**config.mk**
```make
export PLATFORM = sky130hd
export DESIGN_NAME = alu_share_arbiter_flat
export DESIGN_NICKNAME = d
export VERILOG_FILES = /design/src/rtl/alu_share_arbiter_pkg.sv /design/src/rtl/alu_share_arbiter_if.sv /design/src/rtl/alu_share_arbiter_rr.sv /design/src/rtl/alu_share_arbiter.sv /design/src/flat_wrapper.sv
export SDC_FILE = /design/constraint.sdc
export NUM_CORES = 1
export LEC_CHECK = 0
export ABC_CLOCK_PERIOD_IN_PS = 6900
export CORE_AREA = 2 2 107 109
export DETAILED_ROUTE_END_ITERATION = 10
export DIE_AREA = 0 0 109 111
export HOLD_SLACK_MARGIN = 0.05
export PLACE_DENSITY = 0.84
export SYNTH_ARGS = -nofsm -noshare
export SYNTH_HDL_FRONTEND = slang
export SYNTH_SLANG_ARGS = --single-unit
export TNS_END_PERCENT = 1
```
**constraint.sdc**
```tcl
create_clock -name clk -period 6.9 [get_ports clk]
set_input_delay 2.07 -clock clk [delete_from_list [all_inputs] [get_ports clk]]
set_output_delay 2.07 -clock clk [all_outputs]
set_load 0.03 [all_outputs]
```
**src/rtl/alu_share_arbiter_pkg.sv**
```systemverilog
// Shared definitions for the ALU sharing arbiter: datapath widths and the
// fixed 3-bit ALU operation encoding understood by the external ALU.
package alu_share_arbiter_pkg;

    localparam int DATA_W = 32;
    localparam int CTRL_W = 3;

    typedef enum logic [CTRL_W-1:0] {
        ALU_ADD = 3'b000,
        ALU_SUB = 3'b001,
        ALU_AND = 3'b010,
        ALU_OR  = 3'b011,
        ALU_XOR = 3'b100,
        ALU_SLT = 3'b101,
        ALU_SLL = 3'b110,
        ALU_SRL = 3'b111
    } alu_op_e;

endpackage

```
**src/rtl/alu_share_arbiter_if.sv**
```systemverilog
// Request/response bundle between NUM_REQ requesters and the ALU arbiter.
//   req_valid/req_ready : per-requester op handshake (ready is one-hot or 0)
//   req_a/req_b/req_ctrl: packed operands/op, requester i at [i*W +: W]
//   rsp_valid/rsp_ready : one-hot held response and per-requester consume
//   rsp_result/rsp_zero/rsp_id : registered result, zero flag and owner index
// master = requester side, slave = arbiter side.
interface alu_share_arbiter_if #(
    parameter int NUM_REQ = 2,
    parameter int DATA_W  = 32,
    parameter int CTRL_W  = 3
);
    localparam int ID_W = (NUM_REQ > 1) ? $clog2(NUM_REQ) : 1;

    logic [NUM_REQ-1:0]        req_valid;
    logic [NUM_REQ-1:0]        req_ready;
    logic [NUM_REQ*DATA_W-1:0] req_a;
    logic [NUM_REQ*DATA_W-1:0] req_b;
    logic [NUM_REQ*CTRL_W-1:0] req_ctrl;
    logic [NUM_REQ-1:0]        rsp_valid;
    logic [NUM_REQ-1:0]        rsp_ready;
    logic [DATA_W-1:0]         rsp_result;
    logic                      rsp_zero;
    logic [ID_W-1:0]           rsp_id;

    modport master (
        output req_valid, req_a, req_b, req_ctrl, rsp_ready,
        input  req_ready, rsp_valid, rsp_result, rsp_zero, rsp_id
    );

    modport slave (
        input  req_valid, req_a, req_b, req_ctrl, rsp_ready,
        output req_ready, rsp_valid, rsp_result, rsp_zero, rsp_id
    );
endinterface

```
**src/rtl/alu_share_arbiter_rr.sv**
```systemverilog
// Round-robin arbiter: picks the first asserted request at or after the
// priority pointer (wrapping), and moves the pointer just past the winner
// whenever the winner is actually accepted.
//   clk, rst_n  : clock, async active-low reset (pointer -> 0)
//   req         : request vector
//   advance     : the current grant was accepted this cycle
//   grant       : one-hot grant (0 when no request)
//   grant_id    : index of the granted requester
//   grant_valid : some requester is granted
module alu_share_arbiter_rr #(
    parameter int NUM_REQ = 2,
    parameter int ID_W    = 1
) (
    input  logic               clk,
    input  logic               rst_n,
    input  logic [NUM_REQ-1:0] req,
    input  logic               advance,
    output logic [NUM_REQ-1:0] grant,
    output logic [ID_W-1:0]    grant_id,
    output logic               grant_valid
);

    logic [ID_W-1:0] ptr_r;

    // Scan from the pointer, wrapping, and keep the first hit only.
    always_comb begin
        grant       = {NUM_REQ{1'b0}};
        grant_id    = {ID_W{1'b0}};
        grant_valid = 1'b0;
        for (int k = 0; k < NUM_REQ; k++) begin
            automatic int   idx = (int'(ptr_r) + k) % NUM_REQ;
            automatic logic hit = req[idx] & ~grant_valid;
            grant[idx]  = hit;
            grant_id    = hit ? ID_W'(idx) : grant_id;
            grant_valid = grant_valid | hit;
        end
    end

    // Priority pointer: one past the last accepted requester.
    always_ff @(posedge clk or negedge rst_n) begin
        if (!rst_n) begin
            ptr_r <= {ID_W{1'b0}};
        end else if (advance) begin
            ptr_r <= (grant_id == ID_W'(NUM_REQ - 1)) ? {ID_W{1'b0}} : grant_id + 1'b1;
        end
    end

endmodule

```
**src/rtl/alu_share_arbiter.sv**
```systemverilog
// Shares one external combinational ALU between NUM_REQ requesters.
// Round-robin grant, operand mux onto the ALU ports, and a single registered
// response slot (result, zero flag, owner) with valid/ready drain.
//   clk, rst_n : clock, async active-low reset
//   flush      : drop the held response and block grants this cycle
//   bus        : requester/response bundle (slave side)
//   alu_a/alu_b/alu_ctrl : operands and op to the ALU (ADD 0+0 when idle)
//   alu_result/alu_zero  : ALU outputs, captured on accept
module alu_share_arbiter
    import alu_share_arbiter_pkg::*;
#(
    parameter int NUM_REQ = 2
) (
    input  logic                 clk,
    input  logic                 rst_n,
    input  logic                 flush,
    alu_share_arbiter_if.slave   bus,
    output logic [DATA_W-1:0]    alu_a,
    output logic [DATA_W-1:0]    alu_b,
    output logic [CTRL_W-1:0]    alu_ctrl,
    input  logic [DATA_W-1:0]    alu_result,
    input  logic                 alu_zero
);

    localparam int ID_W = (NUM_REQ > 1) ? $clog2(NUM_REQ) : 1;

    logic [NUM_REQ-1:0] grant_s;
    logic [NUM_REQ-1:0] ready_s;
    logic [ID_W-1:0]    grant_id_s;
    logic               grant_found_s;
    logic               slot_free_s;
    logic               issue_ok_s;
    logic               accept_s;
    logic               drain_s;

    logic [NUM_REQ-1:0] rsp_valid_r;
    logic [DATA_W-1:0]  rsp_result_r;
    logic               rsp_zero_r;
    logic [ID_W-1:0]    rsp_id_r;

    alu_share_arbiter_rr #(
        .NUM_REQ (NUM_REQ),
        .ID_W    (ID_W)
    ) u_rr (
        .clk         (clk),
        .rst_n       (rst_n),
        .req         (bus.req_valid),
        .advance     (accept_s),
        .grant       (grant_s),
        .grant_id    (grant_id_s),
        .grant_valid (grant_found_s)
    );

    // Slot can take a new op when empty or when its owner consumes it this
    // cycle; a non-owner's rsp_ready is masked by rsp_valid_r.
    always_comb begin
        drain_s     = |(rsp_valid_r & bus.rsp_ready);
        slot_free_s = ~(|rsp_valid_r) | drain_s;
        issue_ok_s  = slot_free_s & ~flush & rst_n;
        ready_s     = issue_ok_s ? grant_s : {NUM_REQ{1'b0}};
        accept_s    = |(ready_s & bus.req_valid);
    end

    // Route the granted requester's fields to the ALU; idle drives ADD 0+0.
    always_comb begin
        alu_a    = {DATA_W{1'b0}};
        alu_b    = {DATA_W{1'b0}};
        alu_ctrl = ALU_ADD;
        if (issue_ok_s && grant_found_s) begin
            alu_a    = bus.req_a[int'(grant_id_s)*DATA_W +: DATA_W];
            alu_b    = bus.req_b[int'(grant_id_s)*DATA_W +: DATA_W];
            alu_ctrl = bus.req_ctrl[int'(grant_id_s)*CTRL_W +: CTRL_W];
        end else begin
            alu_ctrl = ALU_ADD;
        end
    end

    // Response slot: flush wins, a new accept overwrites (even while the old
    // one drains, so no bubble), a plain drain clears valid but keeps data.
    always_ff @(posedge clk or negedge rst_n) begin
        if (!rst_n) begin
            rsp_valid_r  <= {NUM_REQ{1'b0}};
            rsp_result_r <= {DATA_W{1'b0}};
            rsp_zero_r   <= 1'b0;
            rsp_id_r     <= {ID_W{1'b0}};
        end else if (flush) begin
            rsp_valid_r <= {NUM_REQ{1'b0}};
        end else if (accept_s) begin
            rsp_valid_r  <= ready_s;
            rsp_result_r <= alu_result;
            rsp_zero_r   <= alu_zero;
            rsp_id_r     <= grant_id_s;
        end else if (drain_s) begin
            rsp_valid_r <= {NUM_REQ{1'b0}};
        end
    end

    assign bus.req_ready  = ready_s;
    assign bus.rsp_valid  = rsp_valid_r;
    assign bus.rsp_result = rsp_result_r;
    assign bus.rsp_zero   = rsp_zero_r;
    assign bus.rsp_id     = rsp_id_r;

endmodule
```
**src/flat_wrapper.sv**
```systemverilog
// flat-port wrapper written by rule: the top's interface ports become plain ports
module alu_share_arbiter_flat import alu_share_arbiter_pkg::*;
#(
    parameter int NUM_REQ = 2
)
  (clk, rst_n, flush, alu_a, alu_b, alu_ctrl, alu_result, alu_zero, bus_req_valid, bus_req_a, bus_req_b, bus_req_ctrl, bus_rsp_ready, bus_req_ready, bus_rsp_valid, bus_rsp_result, bus_rsp_zero, bus_rsp_id);
  alu_share_arbiter_if #(.NUM_REQ(NUM_REQ)) bus_i ();
  input  logic clk;
  input  logic rst_n;
  input  logic flush;
  output logic [DATA_W-1:0] alu_a;
  output logic [DATA_W-1:0] alu_b;
  output logic [CTRL_W-1:0] alu_ctrl;
  input  logic [DATA_W-1:0] alu_result;
  input  logic alu_zero;
  input wire logic [$bits(bus_i.req_valid)-1:0] bus_req_valid;
  input wire logic [$bits(bus_i.req_a)-1:0] bus_req_a;
  input wire logic [$bits(bus_i.req_b)-1:0] bus_req_b;
  input wire logic [$bits(bus_i.req_ctrl)-1:0] bus_req_ctrl;
  input wire logic [$bits(bus_i.rsp_ready)-1:0] bus_rsp_ready;
  output wire logic [$bits(bus_i.req_ready)-1:0] bus_req_ready;
  output wire logic [$bits(bus_i.rsp_valid)-1:0] bus_rsp_valid;
  output wire logic [$bits(bus_i.rsp_result)-1:0] bus_rsp_result;
  output wire logic [$bits(bus_i.rsp_zero)-1:0] bus_rsp_zero;
  output wire logic [$bits(bus_i.rsp_id)-1:0] bus_rsp_id;
  assign bus_i.req_valid = bus_req_valid;
  assign bus_i.req_a = bus_req_a;
  assign bus_i.req_b = bus_req_b;
  assign bus_i.req_ctrl = bus_req_ctrl;
  assign bus_i.rsp_ready = bus_rsp_ready;
  assign bus_req_ready = bus_i.req_ready;
  assign bus_rsp_valid = bus_i.rsp_valid;
  assign bus_rsp_result = bus_i.rsp_result;
  assign bus_rsp_zero = bus_i.rsp_zero;
  assign bus_rsp_id = bus_i.rsp_id;
  alu_share_arbiter #(.NUM_REQ(NUM_REQ)) u_core (.clk(clk), .rst_n(rst_n), .flush(flush), .bus(bus_i), .alu_a(alu_a), .alu_b(alu_b), .alu_ctrl(alu_ctrl), .alu_result(alu_result), .alu_zero(alu_zero));
endmodule
```
### After elaboration in Yosys (flattened, before gate mapping)

Index checks and enable logic that the tools add are counted.

* logic and storage cells: 55
* output and inout port bits: 105
* bits of input ports: 174
* register bits after elaboration: 37

* add/subtract/negate cells: 2
* bitwise operators: 12
* mux-type cells: 20
* order comparisons: 4
* shifts and indexed selects: 3
* multiply operators: 1
* reductions and logical operators: 8

Operators with widths (number)
* 64-bit by 7-bit variable part select with 32-bit output: 2
* 32-bit 2-to-1 mux: 2
* 6-bit by 32-bit variable part select with 3-bit output: 1
* 1-bit 2-to-1 mux: 10
* 2-bit 2-to-1 mux: 4
* 2-bit AND: 3
* 2-bit OR reduction: 3
* 1-bit AND: 3
* 1-bit logical AND: 3
* 2-bit by 3-bit less-than comparator with 1-bit output (second input constant): 1
* 1-bit by 2-bit multiplier with 3-bit output (second input constant): 1
* 3-bit 2-to-1 mux: 1
* 1-bit NOT: 3
* 3-bit nonzero test: 1
* 1-bit adder (second input constant): 2
* 2-bit bitwise mux: 1
* 1-bit demux with 1-bit select: 2
* 2-bit by 1-bit >= comparator with 1-bit output (second input constant): 1
* 1-bit by 2-bit less-than comparator with 1-bit output (second input constant): 1
* 1-bit OR: 2
* 2-bit AND reduction: 1
* 1-bit AND (first input constant): 1
* 1-bit >= comparator (second input constant): 1

### Depth between registers and ports, before layout

* word-level depth: 12
* depth in mapped cells: 7
* gate-level depth less buffers: 3

### Cells and area by module

Synthesis repeated with hierarchy kept, for this count alone.

* cell total of the unflattened synthesis: 243
* area, all modules: 2651.3 um2

By module, submodules not included
* alu_share_arbiter: cells each 235, seq. area each 900.9 um2, instances 1, area an instance 2561.2 um2
* alu_share_arbiter_rr: cells each 8, seq. area each 25.0 um2, instances 1, area an instance 90.1 um2

### Worst setup path after synthesis

OpenSTA, ideal clock, no wires.

* path type: input -> output
* from: in flush
* to: out alu_b[13]
* cell stages on the path: 6
* setup slack: 1.484 ns
* path buffers: 3
* arrival: 3.346 ns
* required time: 4.830 ns
* cell sequence: and2b_1 -> o211ai_2 -> buf_6 -> buf_6 -> buf_4 -> a21oi_1

* longest elaborated chain between the ends: 5

RTL lines
* from (decl): RTL line flat_wrapper.sv:10 `input logic flush;`
* 1-bit NOT: RTL line alu_share_arbiter.sv:59 `issue_ok_s = slot_free_s & ~flush & rst_n;`
* 1-bit AND (2 in series): RTL line alu_share_arbiter.sv:59
* 1-bit logical AND: RTL line alu_share_arbiter.sv:69 `if (issue_ok_s && grant_found_s) begin`
* 32-bit 2-to-1 mux: RTL line alu_share_arbiter.sv:69
* to (decl): RTL line flat_wrapper.sv:12 `output logic [DATA_W-1:0] alu_b;`

No other way between the ends.

### Final worst setup path

* from: in bus_req_valid[0]
* to: out alu_a[14]

* longest elaborated chain between the ends: 7
* elaborated cells on any way between the ends: 13
* those cells by class: 1 x shift; 8 x mux; 3 x bitwise; 1 x reduce/logical

RTL lines
* from (decl): RTL line flat_wrapper.sv:16 `input wire logic [$bits(bus_i.req_valid)-1:0] bus_req_valid;`
* 1-bit 2-to-1 mux (implied by the code) (2 in series): RTL line alu_share_arbiter_rr.sv:32 `automatic logic hit = req[idx] & ~grant_valid;`
* 1-bit 2-to-1 mux (implied by the code) or 1-bit NOT (tied branches): RTL line alu_share_arbiter_rr.sv:32
* 1-bit AND: RTL line alu_share_arbiter_rr.sv:32
* 1-bit 2-to-1 mux or 1-bit OR (tied branches): RTL line alu_share_arbiter_rr.sv:34, alu_share_arbiter_rr.sv:35
* 64-bit by 7-bit variable part select with 32-bit output or 1-bit logical AND (tied branches): RTL line alu_share_arbiter.sv:70, alu_share_arbiter.sv:69
* 32-bit 2-to-1 mux *: RTL line alu_share_arbiter.sv:69
* to (decl): RTL line flat_wrapper.sv:11 `output logic [DATA_W-1:0] alu_a;`

Mark *: on every way between the ends. The rest lies on a longest branch, timed or not. The select of a mux whose other input is x is not followed.

==> key figures <==
Placed design
  • Cells after DPL: 727
  • Placer congestion estimate: 0.8982
  • Placed Area: 0.005748 sq mm
  • IO buf count: 278
  • Detailed Place HPWL: 8.732 mm

Logic synthesis
  • Asr flop ratio synth: 100.0%
  • Mapped Area: 0.002944 sq mm
  • Sequential area share after synthesis: 31.45%
  • Most numerous cell in the Yosys netlist: a21oi_1
  • Synth cell count leaders: a21oi_1 (69), nand3b_1 (68), o21ai_0 (67)
  • Top-area cell type share of the netlist area: 31.45%
  • Post-synth EDFFs: 0
  • Ys flop type: dfrtp_1
  • Yosys reg bits: 37
  • Cell variety after synth: 30
  • Synth warnings: 0
  • Syn Area/Cell: 8.685 sq um
  • Top area cells in the synthesized netlist: dfrtp_1 (31%), nand3b_1 (17%), a21oi_1 (12%), o21ai_0 (11%), mux2_4 (8.2%)
  • Cell taking the most area after synthesis: dfrtp_1
  • Post-synthesis net count: 513
  • Mapped Cells: 339

Timing
  • Final hold slack: 0.4970 ns
  • Max-Slew Margin vs Limit: 37.51%
  • Final setup vio count: 0
  • Worst Tran Pin Value: 0.9373 ns
  • Crit path time final: 6.363 ns
  • Endpoints failing hold: 0
  • Setup TNS: 0 ns
  • Final Max Tran Viols: 0
  • Final cycle utilization of the critical path: 92.22%
  • Clk_skew: 0.003845 ns
  • RSZ-0062 raised after global routing: no
  • Highest clock rate: 157.2 MHz

Clock network
  • Postcts setup bufs: 0
  • Number of cells upsized or downsized after cts: 0
  • Clock tree buffer depth: 2
  • CTS H-Tree Depth: 2
  • Reg clk slew, reported paths: 0.06 ns
  • Clock sinks: 37
  • CTS tree: done
  • CTS buffer count: 5
  • CTS root buffer: clkbuf_16
  • Worst-skew pair later-pin latency: 0.27 ns
  • Hold buffers post-CTS: 0

Critical path
  • Worst-path maximum fanout: 73
  • WS Path Type: input port to output port
  • Crit. End Element: output port
  • Required time of the worst setup path: 4.83 ns
  • Crit path arrival time: 4.29 ns
  • CP startpoint kind: input port
  • Reg2Reg Setup Slack: 4.67 ns

Pwr
  • Pleak: 0.002165 uW
  • Pwr Density: 204.1 mW/mm^2
  • Power, Total: 1202 uW
  • Max rail drop VDD: 0.2075 mV

Global route
  • Initial antenna violation count: 1
  • GRT Total Usage: 17.55%
  • Largest net degree at the start of global routing: 74
  • Total grt overflow: 0
  • First-pass GRT wire length: 17.32 mm
  • Vias in the first global route: 3,527

Layout
  • Nets: 765
  • Area Growth Syn to Fin: 100.0%
  • Layout cells sized above 1: 8.953%
  • Finished Cell Area: 0.005889 sq mm
  • Post-route insts no fill: 736

Floorplanning
  • Initial core utilization: 26.58%
  • Die width: 109 um
  • Die Area: 0.01210 sq mm
  • Die H: 111 um
  • I/O Pins: 279
  • Row count: 39
  • Core Area: 0.01108 sq mm

Routing
  • DR pass1 iterations: 4
  • Detailed Route WL: 11.47 mm
  • Average wire per standard cell: 15.59 um
  • Via density: 4.889
  • Antenna Nets Post-Route: 0
  • DRC: 0
  • Via count: 3,598
  • Initial DRC count: 301

Job
  • Max-cap violation count: 0

Min path
  • Min-Delay Path Class: flip-flop to flip-flop

Run status
  • Status: complete, no violations
-- registers in the layout, indices dropped and copies added (netlist names) --
register               count
u_core.bus.rsp_id          1
u_core.bus.rsp_result     32
u_core.bus.rsp_valid       2
u_core.bus.rsp_zero        1
u_core.u_rr.ptr_r          1
-- metal layers --
metal | share of wire [%] | GRT usage [%]
met1 | 39 | 20.00
met2 | 49 | 30.60
met3 | 9.2 | 4.468
met4 | 3.3 | 7.265
met5 | 0 | 0
-- power by group --
| group | total [uW] | switching [uW] | internal [uW] |
|---|---|---|---|
| logic | 678 | 334 | 344 |
| clock network | 214 | 81.2 | 132 |
| registers | 311 | 37.0 | 274 |
| total | 1200 | 452 | 750 |
-- worst max-delay path, cell delays in order --
cell	delay, ns
clkdlybuf4s50_1	0.52
nor2b_4	0.37
buf_12	0.28
o21ai_0	0.12
a21oi_1	0.22
clkdlybuf4s50_1	0.70
-- layout by cell type (no fill, tap or decap), drive strengths merged, types with 3 or more instances in the layout --
cell type      count
o21ai             67
nand3b            68
clkdlybuf4s50    276
nor2               4
a21oi             69
dfrtp             37
nand2              3
mux2              33
buf               10
clkbuf             6
-- stage by stage --
stage	util [%]	setup WS, ns
6_report	53.17	0.5367
5_1_grt	53.15	0.3548
4_1_cts	53.15	0.5146
3_5_place_dp	51.89	0.5248
3_3_place_gp	51.89	0.6369
2_1_floorplan	-	1.484
-- path summary, 6_finish.rpt --
kind                                              start  cells after the start                         to
worst min register to register        u_core.bus.rsp_id                      1          u_core.bus.rsp_id
worst min-delay path                  u_core.bus.rsp_id                      1          u_core.bus.rsp_id
min in group asynchronous                         rst_n                      1  u_core.bus.rsp_result[20]
worst max register to register  u_core.bus.rsp_valid[0]                      5  u_core.bus.rsp_result[16]
max in group asynchronous                         rst_n                      2   u_core.bus.rsp_result[3]
worst max-delay path                   bus_req_valid[0]                      6                  alu_a[14]
-- layout make-up --
cell class | instances | area (sq um)
clock inverter | 2 | 10.01
timing repair buffer | 286 | 2858
tap | 143 | 178.9
clock buffer | 6 | 128.9
sequential | 37 | 925.9
inverter | 1 | 3.754
fill | 977 | 5187
antenna | 1 | 2.502
multi-input combinational | 260 | 1782
-- kinds of logic after synthesis --
group,count (synthesis),synth area share [%]
and+or+nand+nor,85,20.40
buffers and inverters,42,8.584
muxes,33,14.66
AOI/OAI and AO/OA,142,24.90
DFF,37,31.45
Note: power is estimated with default switching activity, not from simulation.
